<file path="config.mk">
export PLATFORM = sky130hd
export DESIGN_NAME = mem_port_arbiter
export DESIGN_NICKNAME = d
export VERILOG_FILES = /design/src/rtl/mem_port_arbiter_pkg.sv /design/src/rtl/mem_arb_pick.sv /design/src/rtl/mem_port_arbiter.sv
export SDC_FILE = /design/constraint.sdc
export NUM_CORES = 1
export LEC_CHECK = 0
export ABC_AREA = 1
export BUFFER_PORTS_ARGS = -buffer_cell sky130_fd_sc_hd__buf_2
export CAP_MARGIN = 30
export CORE_AREA = 3 3 110 112
export DETAILED_ROUTE_END_ITERATION = 10
export DIE_AREA = 0 0 113 115
export GPL_ROUTABILITY_DRIVEN = 0
export PLACE_DENSITY = 0.86
export SKIP_CTS_REPAIR_TIMING = 1
export SLEW_MARGIN = 20
export SYNTH_ARGS = -nofsm -noshare
export SYNTH_HDL_FRONTEND = slang
export SYNTH_HIERARCHICAL = 1
export SYNTH_SLANG_ARGS = --single-unit
</file>
<file path="constraint.sdc">
create_clock -name clk_i -period 1.1 [get_ports clk_i]
set_input_delay 0.22 -clock clk_i [delete_from_list [all_inputs] [get_ports clk_i]]
set_output_delay 0.22 -clock clk_i [all_outputs]
set_load 0.01 [all_outputs]
</file>
<file path="src/rtl/mem_port_arbiter_pkg.sv">
// Shared constants for the memory port arbiter.
//   arb_state_e : arbiter FSM states (idle, request to memory, waiting for response)
//   arb_owner_e : which requester owns the outstanding transaction
//   SIZE_*      : memory access size encodings
package mem_port_arbiter_pkg;

  typedef enum logic [1:0] {
    ARB_IDLE = 2'd0,
    ARB_REQ  = 2'd1,
    ARB_WAIT = 2'd2
  } arb_state_e;

  typedef enum logic {
    OWN_IF   = 1'b0,
    OWN_DATA = 1'b1
  } arb_owner_e;

  localparam logic [1:0] SIZE_BYTE = 2'b00;
  localparam logic [1:0] SIZE_HALF = 2'b01;
  localparam logic [1:0] SIZE_WORD = 2'b10;

endpackage

</file>
<file path="src/rtl/mem_arb_pick.sv">
// Combinational winner selection between the fetch and data requesters.
// Optional feature macro: MEM_ARB_RR_EN (alternate winners on a tie).
//   ireq       : fetch request
//   dreq       : data request
//   last_owner : requester granted most recently (only consulted with MEM_ARB_RR_EN)
//   owner      : winner; only meaningful when ireq or dreq is high
module mem_arb_pick
  import mem_port_arbiter_pkg::*;
(
  input  logic       ireq,
  input  logic       dreq,
  input  arb_owner_e last_owner,
  output arb_owner_e owner
);

  always_comb begin
    owner = OWN_DATA;
    if (ireq && !dreq) begin
      owner = OWN_IF;
    end else if (ireq && dreq) begin
`ifdef MEM_ARB_RR_EN
      // Tie: the side that did not win last time gets the port.
      owner = (last_owner == OWN_IF) ? OWN_DATA : OWN_IF;
`else
      owner = OWN_DATA;
`endif
    end
  end

`ifndef MEM_ARB_RR_EN
  // Fixed priority never looks at the history input.
  arb_owner_e unused_last_owner;
  assign unused_last_owner = last_owner;
`endif

endmodule

</file>
<file path="src/rtl/mem_port_arbiter.sv">
// Arbitrates a fetch port and a data port onto one single-port memory,
// with at most one transaction outstanding.
// Optional feature macro: MEM_ARB_RR_EN (round-robin on ties; default is data-first).
// Ports:
//   clk_i, rst_ni                        : clock, async active-low reset
//   ireq_i, iaddr_i                      : fetch request and address
//   igrant_o, irvalid_o, irdata_o        : fetch accepted, fetch data valid, fetch data
//   dreq_i, dwe_i, daddr_i, dwdata_i, dsize_i : data request, store flag, address, store data, size
//   dgrant_o, drvalid_o, drdata_o        : data accepted, load data/store ack valid, load data
//   mem_req_o .. mem_size_o              : request to memory (driven only in ARB_REQ)
//   mem_gnt_i, mem_rvalid_i, mem_rdata_i : memory accept, response valid, read data
//   busy_o                               : transaction in progress
//   state_o                              : FSM state, for observation
// Handshake: a requester holds req and its fields stable until its grant
// pulse; the grant is combinational in ARB_IDLE and the fields are captured
// on that same edge. The memory accepts in the cycle mem_req_o && mem_gnt_i
// and answers later with a one-cycle mem_rvalid_i.
module mem_port_arbiter
  import mem_port_arbiter_pkg::*;
#(
  parameter int AWIDTH = 32,
  parameter int DWIDTH = 32
) (
  input  logic              clk_i,
  input  logic              rst_ni,
  input  logic              ireq_i,
  input  logic [AWIDTH-1:0] iaddr_i,
  output logic              igrant_o,
  output logic              irvalid_o,
  output logic [DWIDTH-1:0] irdata_o,
  input  logic              dreq_i,
  input  logic              dwe_i,
  input  logic [AWIDTH-1:0] daddr_i,
  input  logic [DWIDTH-1:0] dwdata_i,
  input  logic [1:0]        dsize_i,
  output logic              dgrant_o,
  output logic              drvalid_o,
  output logic [DWIDTH-1:0] drdata_o,
  output logic              mem_req_o,
  output logic              mem_we_o,
  output logic [AWIDTH-1:0] mem_addr_o,
  output logic [DWIDTH-1:0] mem_wdata_o,
  output logic [1:0]        mem_size_o,
  input  logic              mem_gnt_i,
  input  logic              mem_rvalid_i,
  input  logic [DWIDTH-1:0] mem_rdata_i,
  output logic              busy_o,
  output arb_state_e        state_o
);

  arb_state_e        state_q, state_d;
  arb_owner_e        own_q, own_d;
  logic              we_q, we_d;
  logic [AWIDTH-1:0] addr_q, addr_d;
  logic [DWIDTH-1:0] wdata_q, wdata_d;
  logic [1:0]        size_q, size_d;
  arb_owner_e        pick_owner;
  arb_owner_e        pick_last;

`ifdef MEM_ARB_RR_EN
  arb_owner_e        last_q, last_d;
  assign pick_last = last_q;
`else
  assign pick_last = OWN_DATA;
`endif

  mem_arb_pick u_pick (
    .ireq       (ireq_i),
    .dreq       (dreq_i),
    .last_owner (pick_last),
    .owner      (pick_owner)
  );

  always_comb begin
    state_d     = state_q;
    own_d       = own_q;
    we_d        = we_q;
    addr_d      = addr_q;
    wdata_d     = wdata_q;
    size_d      = size_q;
`ifdef MEM_ARB_RR_EN
    last_d      = last_q;
`endif
    igrant_o    = 1'b0;
    dgrant_o    = 1'b0;
    irvalid_o   = 1'b0;
    irdata_o    = '0;
    drvalid_o   = 1'b0;
    drdata_o    = '0;
    mem_req_o   = 1'b0;
    mem_we_o    = 1'b0;
    mem_addr_o  = '0;
    mem_wdata_o = '0;
    mem_size_o  = 2'b00;

    case (state_q)
      ARB_IDLE: begin
        if (ireq_i || dreq_i) begin
          if (pick_owner == OWN_DATA) begin
            dgrant_o = 1'b1;
            we_d     = dwe_i;
            addr_d   = daddr_i;
            wdata_d  = dwdata_i;
            size_d   = dsize_i;
          end else begin
            // Fetches are always word reads.
            igrant_o = 1'b1;
            we_d     = 1'b0;
            addr_d   = iaddr_i;
            wdata_d  = '0;
            size_d   = SIZE_WORD;
          end
          own_d   = pick_owner;
`ifdef MEM_ARB_RR_EN
          last_d  = pick_owner;
`endif
          state_d = ARB_REQ;
        end
      end
      ARB_REQ: begin
        mem_req_o   = 1'b1;
        mem_we_o    = we_q;
        mem_addr_o  = addr_q;
        mem_wdata_o = wdata_q;
        mem_size_o  = size_q;
        if (mem_gnt_i) state_d = ARB_WAIT;
      end
      ARB_WAIT: begin
        if (mem_rvalid_i) begin
          if (own_q == OWN_DATA) begin
            drvalid_o = 1'b1;
            drdata_o  = mem_rdata_i;
          end else begin
            irvalid_o = 1'b1;
            irdata_o  = mem_rdata_i;
          end
          state_d = ARB_IDLE;
        end
      end
      default: state_d = ARB_IDLE;
    endcase
  end

  always_ff @(posedge clk_i or negedge rst_ni) begin
    if (!rst_ni) begin
      state_q <= ARB_IDLE;
      own_q   <= OWN_IF;
      we_q    <= 1'b0;
      addr_q  <= '0;
      wdata_q <= '0;
      size_q  <= 2'b00;
`ifdef MEM_ARB_RR_EN
      // Starting at DATA makes the first tie after reset go to fetch.
      last_q  <= OWN_DATA;
`endif
    end else begin
      state_q <= state_d;
      own_q   <= own_d;
      we_q    <= we_d;
      addr_q  <= addr_d;
      wdata_q <= wdata_d;
      size_q  <= size_d;
`ifdef MEM_ARB_RR_EN
      last_q  <= last_d;
`endif
    end
  end

  assign busy_o  = (state_q != ARB_IDLE);
  assign state_o = state_q;

endmodule

</file>
Word level (Yosys, flattened, before mapping)
Cells that the tools add are included.
{"block": "word_totals", "regBits": 70, "latchBits": 0, "ram_bits": 0, "rom_bits": 0, "in_bits": 137, "out_inout_bits": 139, "wordCells": 49, "mem_count": 0}
{"block": "op_classes", "add_sub_neg": 0, "n_mul": 0, "div": 0, "n_lt_le_gt_ge": 0, "n_eq_ne": 5, "shift": 0, "muxes": 31, "bitwise_logic": 0, "reduce_logical": 7}
{"cell": "32-bit 2-to-1 mux", "count": 10}
{"cell": "1-bit 2-to-1 mux", "count": 15}
{"cell": "2-bit 2-to-1 mux", "count": 5}
{"cell": "2-bit inequality test, second input constant", "count": 3}
{"cell": "2-bit one-hot mux with 3 select lines", "count": 1}
{"cell": "3-bit AND reduction", "count": 1}
{"cell": "2-bit by 1-bit equality test with 1-bit output, second input constant", "count": 1}
{"cell": "2-bit equality test, second input constant", "count": 1}
{"cell": "2-bit logical NOT", "count": 1}
{"cell": "2-bit AND reduction", "count": 1}
{"cell": "2-bit nonzero test", "count": 1}
{"cell": "1-bit logical AND", "count": 1}
{"cell": "1-bit logical NOT", "count": 1}
{"cell": "1-bit logical OR", "count": 1}

Longest topological paths before layout
Gate-level depths: netlist (run 1).
{"block": "depth", "ltp_word": 5, "depth_mapped": 9, "mapped_depth_nobuf": 7}

Cells and area by module
The synthesis (run 1) kept the hierarchy.
{"mod": "mem_port_arbiter", "instances": 1, "cells_each": 734, "area_per_inst_um2": 4337.9, "seq_area_each_um2": 1751.7}
{"mod": "mem_arb_pick", "instances": 1, "cells_each": 2, "area_per_inst_um2": 7.5, "seq_area_each_um2": 0.0}

Least setup slack after synthesis (run 1)
Ideal clock, no wire load.
{"block": "synth_path", "kind": "register to output", "start": "register state_q[0] (netlist: state_o[0])", "end": "output port mem_addr_o[11]", "arrival_ns": 1.167, "t_required_ns": 0.880, "path_slack_ns": -0.287, "stages_incl_launch_ff": 7, "path_buffers": 2, "cell_sequence": "dfrtp_1 inv_2 nor2_2 inv_2 buf_6 buf_6 nor2_1"}
{"block": "synth_via", "elab_chain_len": 2}
{"item": "start: declaration", "line": "mem_port_arbiter.sv:51", "rtl": "arb_state_e state_q, state_d;"}
{"item": "start signal: assignment", "line": "mem_port_arbiter.sv:157", "rtl": "state_q <= state_d;"}
{"item": "2-bit by 1-bit equality test with 1-bit output", "line": "mem_port_arbiter.sv:96", "rtl": "case (state_q)"}
{"item": "32-bit 2-to-1 mux", "line": "mem_port_arbiter.sv:96"}
{"item": "end: declaration", "line": "mem_port_arbiter.sv:41", "rtl": "output logic [AWIDTH-1:0] mem_addr_o,"}
Every way passes these cells.

Worst setup path after layout (run 1)
{"block": "layout_path", "start": "register state_q[0] (netlist: state_o[0])", "end": "output port mem_wdata_o[26]"}
{"block": "layout_via", "elab_chain_len": 2}
{"item": "2-bit by 1-bit equality test with 1-bit output", "line": "mem_port_arbiter.sv:96"}
{"item": "32-bit 2-to-1 mux", "line": "mem_port_arbiter.sv:96"}
{"item": "end: declaration", "line": "mem_port_arbiter.sv:42", "rtl": "output logic [DWIDTH-1:0] mem_wdata_o,"}
Every way passes these cells.

==> results of run 1 <==
==> flip-flops by register name (all words and copies together) (netlist names) <==
| signal | cells |
|---|---|
| wdata_q | 32 |
| addr_q | 32 |
| we_q | 1 |
| size_q | 2 |
| own_q | 1 |
| state_o | 2 |
==> power groups by stage <==
stage / Clock [W] / Combinational [W] / Sequential, W
2_1_floorplan: 0 / 0.00512 / 0.00432
3_3_place_gp: 0 / 0.00757 / 0.00446
3_5_place_dp: 0 / 0.00780 / 0.00446
4_1_cts: 0.00320 / 0.00781 / 0.00445
5_1_grt: 0.00333 / 0.0115 / 0.00463
6_report: 0.00317 / 0.0105 / 0.00448
==> worst max-delay path, cell delays in order, from the launching register on <==
cell and delay (ns):
dfrtp_2 0.40, inv_2 0.07, nor2_4 0.12, buf_12 0.14, inv_8 0.06, buf_12 0.14, nor2_1 0.15, buf_2 0.16
==> layer usage <==
layer | vias up | GRT usage, %
li1 | 2644 | -
met3 | 27 | 3.11
met5 | - | 0
met1 | 2372 | 22.8
met4 | 0 | 8.49
met2 | 223 | 37.3
==> final cells by class <==
cell class | instances | share of cell area [%]
inverter | 146 | 7.65
multi-input combinational | 481 | 30.0
clock buffer | 11 | 3.34
clock inverter | 5 | 1.14
antenna | 1 | 0.0345
tap | 143 | 2.46
timing repair inverter | 2 | 0.172
timing repair buffer | 319 | 31.0
sequential | 70 | 24.2
==> final timing paths <==
| path | start | to | slack, ns | cells past startpoint |
|---|---|---|---|---|
| worst max-delay path | state_o[0] | mem_wdata_o[26] | -0.69 | 7 |
| worst min-delay path | mem_gnt_i | state_o[0] | 0.1 | 2 |
| worst max register to register | state_o[0] | wdata_q[21] | -0.30 | 7 |
| worst min register to register | wdata_q[8] | wdata_q[8] | 0.48 | 2 |
| max in group asynchronous | rst_ni | addr_q[10] | 0.28 | 3 |
| min in group asynchronous | rst_ni | wdata_q[19] | 0.33 | 2 |
==> metrics by stage <==
step	area, sq um	std cells	hold slack (ns)
floorplan	4610	735	-0.0756
finish	7260	1178	0.0982
global placement	6280	1140	0.137
CTS	6600	1156	-0.214
global route	7260	1178	0.0939
detailed placement	6280	1140	0.141
==> flow_summary.yaml, run 1 <==
routing:
  wire_per_inst_um: 13.6
  drc_errors: 0
  postRouteAntennaNets: 0
  vias: 5266
  drtIter0Drc: 294
  wl_met3_um: 1100
  wl_um: 16100
  routed.top_layer: "met4"
  wl_met2_um: 8490
  wl_met1_um: 6130
  viasPerCell: 4.47
  dr.pass1.iters: 6
power:
  p_int_w: 0.0106
  vdd_drop_max_v: 0.00119
  p_leak_nw: 4.68
  p_total_w: 0.0182
  p_per_area_mw_per_mm2: 2510
  switching_share_pct: 42.0
  power.switching_w: 0.00764
  seqPwrFrac_pct: 24.6
  p_clk_share_pct: 17.4
  combPwrFrac_pct: 58.0
clocking:
  cts_tree: "yes"
  clk-insertion-delay-late_ns: 0.33
  cts_buffers: 9
  clkTransAtPathRegs_ns: 0.05
  cts_num_sinks: 70
  cts_root_buffer: "clkbuf_16"
  htree_levels: 3
  clk_path_buf_depth: 2
layout:
  multi_input_area_sq_mm: 0.00218
  final_common_cell: "nand2_1"
  seqCellArea_sq_mm: 0.00175
  layout.cells.most_common_list: "nand2_1 (335), buf_2 (249), inv_1 (141), dfrtp_1 (68), nor2_1 (59)"
  syn2layout_area_growth_pct: 67.3
  drive_gt1_share_pct: 41.2
  fillers: 980
  finish.utilization_pct: 64.1
  nets: 1166
placement:
  hpwlAfterDp_um: 10800
  io_buffer_count: 275
  pre_cts_ws_ns: -0.266
hold_path:
  hold_path.class: "in -> reg"
critical_path:
  cp-end-kind: "primary output"
  cp.required_ns: 0.88
  worst-setup-path-type: "reg -> out"
  cp.arrival_ns: 1.57
  cp-start-kind: "flip-flop"
  cp_max_fo: 7
timing:
  fin_crit_sh_pct: 163
  tns_ns: -95.70
  maxSlewHeadroom_pct: 78.2
  clock.fmax_mhz: 558
  setup_violations: 209
  fin_skew_ns: 0.00850
  slew_viol_final: 0
  finalCriticalPeriod_ns: 1.79
  rsz0062_at_grt: "true"
  setup_slack_ns: -0.692
  hold_violations: 0
  tightestPinTransition_ns: 0.326
floorplan:
  core_sq_mm: 0.0113
  die_width_um: 113
  rows: 39
  die_y_um: 115
  ios: 276
  die_area_sq_mm: 0.0130
  start_util_pct: 38.4
job:
  maxCapViolCount: 0
synthesis:
  postSynthAreaPerCell_sq_um: 5.91
  synthCells: 735
  ys_warn_count: 6
  synth.cell_area_sq_mm: 0.00434
  syn_nets: 872
grt:
  grt_pass1_vias: 4507
  grt_pass1_wl_um: 21200
  grt_overflow_total: 0
  grt_max_degree: 58
  antenna_found_initial: 1
  grt_usage_pct: 20.1
outcome:
  failed_checks: "negative setup slack"
  outcome: "finished, violations left"
Note: power is estimated with default switching activity, not from simulation.
==> inputs of run 2 (changes only) <==
--- a/config.mk
+++ b/config.mk
@@ -6,13 +6,13 @@
 export NUM_CORES = 1
 export LEC_CHECK = 0
 export ABC_AREA = 1
-export BUFFER_PORTS_ARGS = -buffer_cell sky130_fd_sc_hd__buf_2
 export CAP_MARGIN = 30
-export CORE_AREA = 3 3 110 112
+export CORE_AREA = 3 3 107 109
 export DETAILED_ROUTE_END_ITERATION = 10
-export DIE_AREA = 0 0 113 115
+export DIE_AREA = 0 0 110 112
+export DONT_BUFFER_PORTS = 1
 export GPL_ROUTABILITY_DRIVEN = 0
-export PLACE_DENSITY = 0.86
+export PLACE_DENSITY = 0.67
 export SKIP_CTS_REPAIR_TIMING = 1
 export SLEW_MARGIN = 20
 export SYNTH_ARGS = -nofsm -noshare
==> constraint.sdc (replaced) <==
create_clock -name clk_i -period 1.51 [get_ports clk_i]
set_input_delay 0.302 -clock clk_i [delete_from_list [all_inputs] [get_ports clk_i]]
set_output_delay 0.302 -clock clk_i [all_outputs]
set_load 0.01 [all_outputs]
==> run 2 against run 1 <==
  * The flow finishes with violations (negative hold slack, negative setup slack)
  * Largest cell class is now multi-input combinational cells
  * Worst setup slack improved by 0.45 ns
  * Global-route usage down 0.90 points
  * Clock-buffer cell count up 1
  * Critical endpoint is now igrant_o
  * Combinational power fell by 52%
  * Cell area shrank 24%
  * Register-to-register slack better by 0.30 ns
  * Via count down 20%
  * Final cell count is 20% lower
==> flow_summary.yaml, run 2 (same netlist as run 1, synthesis figures left out) <==
critical_path:
  cp.required_ns: 1.21
  worstPathCellList: "buf_4, nor2_1, nand2_2, nor2_2"
  cp-end-kind: "primary output"
  r2r.worst_path.cells: 6
  cp_top_family: "simple AND/OR/NAND/NOR gates"
  regToRegSetupSlack_ns: 0
  critPathMaxStageDelay_ns: 0.43
  worst-setup-path-type: "reg -> out"
  cp_max_fo: 5
  crit_slowest_cell: "dfrtp_1"
  r2r-end: "wdata_q[19]"
  path_buf_inv: 1
  cp-start-kind: "flip-flop"
  r2r-start: "state_o[0]"
  cp.arrival_ns: 1.45
layout:
  drive_gt1_share_pct: 18.7
  syn2layout_area_growth_pct: 27.6
  layout.cells.most_common_list: "nand2_1 (336), inv_1 (142), nor2_1 (98), buf_4 (79), dfrtp_1 (69)"
  fillers: 1093
  nets: 933
  diodes: 0
  top_regs: "addr_q: 32 flops, wdata_q: 32 flops"
  final_common_cell: "nand2_1"
  final_area_sq_mm: 0.00554
clocking:
  htree_levels: 3
  cts_tree: "yes"
  cts_root_buffer: "clkbuf_8"
  clk-insertion-delay-late_ns: 0.34
  cts_num_sinks: 70
  clkTransAtPathRegs_ns: 0.07
  cts_buffers: 9
  clk_path_buf_depth: 2
grt:
  grt_pass1_vias: 3800
  grt_pass1_wl_um: 18500
  grt_usage_pct: 19.2
  grt_overflow_total: 0
  grt_max_degree: 71
  antenna_found_initial: 0
timing:
  finalCriticalPeriod_ns: 1.75
  hold_slack_ns: -0.345
  maxSlewHeadroom_pct: 76.6
  rsz0062_at_grt: "true"
  setup_slack_ns: -0.245
  hold_violations: 70
  clock.fmax_mhz: 570
  fin_crit_sh_pct: 116
  fin_skew_ns: 0.00705
  setup_violations: 135
  slew_viol_final: 0
  tightestPinTransition_ns: 0.351
outcome:
  failed_checks: "negative hold slack, negative setup slack"
  outcome: "finished, violations left"
floorplan:
  die_area_sq_mm: 0.0123
  rows: 38
  die_width_um: 110
  start_util_pct: 40.6
  die_y_um: 112
  core_sq_mm: 0.0107
  ios: 276
hold_path:
  hold_path.class: "in -> async"
routing:
  wire_per_inst_um: 13.7
  postRouteAntennaNets: 0
  vias: 4224
  wl_um: 12900
  drtIter0Drc: 238
  drc_errors: 0
  dr.pass1.iters: 4
  viasPerCell: 4.49
power:
  vdd_drop_max_v: 0.000701
  p_leak_nw: 3.46
  p_per_area_mw_per_mm2: 1790
placement:
  place_area_sq_mm: 0.00504
  io_buffer_count: 0
  hpwlAfterDp_um: 9180
  pre_cts_ws_ns: 0.0675
job:
  maxCapViolCount: 0
==> run 2: power breakdown <==
part	switching [W]	total (W)	internal, W
Combinational	0.00332	0.00501	0.00169
Sequential	0.000475	0.00322	0.00274
Clock	0.000708	0.00168	0.000973
==> run 2: worst reg2reg max path, stage by stage (launching register included) <==
cell and delay [ns]:
dfrtp_1 0.43, buf_4 0.18, nor2_1 0.22, nand2_2 0.13, buf_4 0.26, nand2_1 0.12, nand2_1 0.07
==> run 2: layout make-up <==
class / instances / area, sq um / share of cell area (%)
clock buffers: 12 / 145 / 2.62
repair buffers: 88 / 773 / 14.0
clock inverters: 4 / 70.1 / 1.27
inverters: 146 / 551 / 9.94
well taps: 140 / 175 / 3.16
flip-flops and latches: 70 / 1750 / 31.7
multi-input cells: 481 / 2070 / 37.4
==> run 2: routing by layer <==
| layer | vias to the layer above | share of wire [%] | GRT usage [%] |
|---|---|---|---|
| met5 | - | 0 | 0 |
| met4 | 0 | 1.8 | 6.40 |
| met3 | 16 | 7.3 | 4.23 |
| met2 | 158 | 52 | 35.0 |
| met1 | 1890 | 38 | 21.6 |
| li1 | 2160 | - | - |
==> run 2: how the worst max path moves through the flow <==
stage                    start              to  cells past startpoint
floorplan           state_o[0]  mem_addr_o[11]                      6
global placement    state_o[0]        igrant_o                      4
detailed placement  state_o[0]     wdata_q[16]                      6
CTS                 state_o[0]        igrant_o                      4
global route        state_o[1]     irdata_o[0]                      6
finish              state_o[0]        igrant_o                      4
==> run 2: through the flow <==
stage          total power (W)  TNS, ns  std cells  util, %
6_report               0.00991   -25.07        941     51.8
5_1_grt                 0.0108   -41.47        941     51.8
4_1_cts                0.00918   -33.63        938     49.1
3_5_place_dp           0.00747        0        922     47.1
3_3_place_gp           0.00739        0        922     47.1
2_1_floorplan          0.00626        0        735        -
==> inputs of run 3 (changes only) <==
--- a/config.mk
+++ b/config.mk
@@ -8,6 +8,7 @@
 export ABC_AREA = 1
 export CAP_MARGIN = 30
 export CORE_AREA = 3 3 107 109
+export CTS_BUF_LIST = sky130_fd_sc_hd__clkbuf_4 sky130_fd_sc_hd__clkbuf_8 sky130_fd_sc_hd__clkbuf_16
 export DETAILED_ROUTE_END_ITERATION = 10
 export DIE_AREA = 0 0 110 112
 export DONT_BUFFER_PORTS = 1
==> run 3 against run 2 <==
  * The run still ends with negative hold slack, negative setup slack left
  * Sequential power about the same
  * Clock power about the same
  * First-iteration DRC count up 6.3%
  * Clock-buffer cell count unchanged
  * Core utilization up 0.070 points
  * Clock skew down 0.0023 ns
  * Critical path depth unchanged
  * Die area unchanged
  * Sequential share of layout area about the same
  * Hold slack better by 0.00086 ns
  * Critical endpoint unchanged
  * Largest cell class unchanged
==> flow_summary.yaml, run 3 (same netlist as run 1, synthesis figures left out) <==
critical_path:
  crit_slowest_cell: "dfrtp_1"
  critPathMaxStageDelay_ns: 0.43
  cp-end-kind: "primary output"
  path_buf_inv: 1
  cp.required_ns: 1.21
  r2r-start: "state_o[0]"
  cp.arrival_ns: 1.45
  r2r-end: "wdata_q[19]"
  r2r.worst_path.cells: 6
  worst-setup-path-type: "reg -> out"
  cp_max_fo: 5
  regToRegSetupSlack_ns: 0.01
  cp_top_family: "simple AND/OR/NAND/NOR gates"
  worstPathCellList: "buf_4, nor2_1, nand2_2, nor2_2"
  cp-start-kind: "flip-flop"
timing:
  slew_viol_final: 0
  maxSlewHeadroom_pct: 76.7
  hold_violations: 70
  fin_crit_sh_pct: 116
  setup_violations: 135
  tightestPinTransition_ns: 0.350
  hold_slack_ns: -0.344
  finalCriticalPeriod_ns: 1.75
  rsz0062_at_grt: "true"
  fin_skew_ns: 0.00474
  clock.fmax_mhz: 571
  tns_ns: -25.38
  setup_slack_ns: -0.241
power:
  p_int_w: 0.00544
  p_clk_share_pct: 17.2
  power.switching_w: 0.00450
  p_per_area_mw_per_mm2: 1790
  vdd_drop_max_v: 0.000697
  seqPwrFrac_pct: 32.4
  combPwrFrac_pct: 50.4
  p_leak_nw: 3.47
  switching_share_pct: 45.3
layout:
  layout.cells.most_common_list: "nand2_1 (336), inv_1 (142), nor2_1 (98), buf_4 (79), dfrtp_1 (69)"
  nets: 933
  drive_gt1_share_pct: 19.0
  final_common_cell: "nand2_1"
  top_regs: "addr_q: 32 flops, wdata_q: 32 flops"
  syn2layout_area_growth_pct: 27.7
  diodes: 0
  final_area_sq_mm: 0.00555
  instances_no_fill: 941
placement:
  hpwlAfterDp_um: 9180
  io_buffer_count: 0
  dp.cells: 922
  place_area_sq_mm: 0.00504
job:
  maxCapViolCount: 0
floorplan:
  die_width_um: 110
  start_util_pct: 40.6
  die_area_sq_mm: 0.0123
  ios: 276
  core_sq_mm: 0.0107
  die_y_um: 112
  rows: 38
grt:
  grt_pass1_vias: 3800
  antenna_found_initial: 0
  grt_pass1_wl_um: 18500
  grt_max_degree: 71
  grt_overflow_total: 0
  grt_usage_pct: 19.2
clocking:
  cts_root_buffer: "clkbuf_8"
  clk-insertion-delay-late_ns: 0.33
  cts_tree: "yes"
  htree_levels: 3
  cts_num_sinks: 70
  clk_path_buf_depth: 2
  clkTransAtPathRegs_ns: 0.07
  cts_buffers: 9
outcome:
  outcome: "finished, violations left"
  failed_checks: "negative hold slack, negative setup slack"
routing:
  postRouteAntennaNets: 0
  dr.pass1.iters: 4
  drc_errors: 0
  vias: 4245
  wire_per_inst_um: 13.7
  wl_um: 12900
  drtIter0Drc: 253
  viasPerCell: 4.51
hold_path:
  hold_path.class: "in -> async"
-- run 3: cell counts in the layout (fill, tap and decap cells not counted) --
Identical to the previous run, type by type.
-- run 3: how the worst max path moves through the flow --
stage / startpoint / to / depth (start not counted)
6_report: state_o[0] / igrant_o / 4
5_1_grt: state_o[1] / irdata_o[0] / 6
4_1_cts: state_o[0] / igrant_o / 4
3_5_place_dp: state_o[0] / wdata_q[16] / 6
2_1_floorplan: state_o[0] / mem_addr_o[11] / 6
3_3_place_gp: state_o[0] / igrant_o / 4
-- run 3: worst register-to-register path, cell delays in order, from the launching register on --
cell and delay, ns:
dfrtp_1 0.43, buf_4 0.18, nor2_1 0.22, nand2_2 0.13
buf_4 0.26, nand2_1 0.12, nand2_1 0.06
-- run 3: area by class of cell --
type / count / area, sq um
fillers: 1092 / 5150
multi-input cells: 481 / 2070
inverters: 146 / 551
clock inverters: 4 / 70.1
flip-flops and latches: 70 / 1750
repair buffers: 88 / 773
well taps: 140 / 175
clock buffers: 12 / 153
-- run 3: routing by layer --
layer	vias to the layer above	global-route usage (%)	wire, um
li1	2163	-	-
met1	1907	21.6	4960
met2	160	35.0	6790
met3	15	4.23	948
met4	0	6.40	218
met5	-	0	0
-- run 3: power by group through the flow --
stage	Clock [W]	Combinational, W	Sequential [W]
after floorplan	0	0.00312	0.00314
after global placement	0	0.00419	0.00320
after detailed placement	0	0.00424	0.00322
after CTS	0.00177	0.00424	0.00321
after global routing	0.00185	0.00561	0.00334
final	0.00171	0.00501	0.00322
-- run 3: stage by stage --
step / hold WS [ns] / util (%) / power, W / setup WS [ns]
final: -0.344 / 51.8 / 0.00995 / -0.241
after global placement: 0.00800 / 47.1 / 0.00739 / 0.0678
after CTS: -0.372 / 49.2 / 0.00922 / -0.317
after global routing: -0.379 / 51.8 / 0.0108 / -0.343
after detailed placement: 0.00791 / 47.1 / 0.00747 / 0.0675
after floorplan: 0.00641 / - / 0.00626 / 0.0414
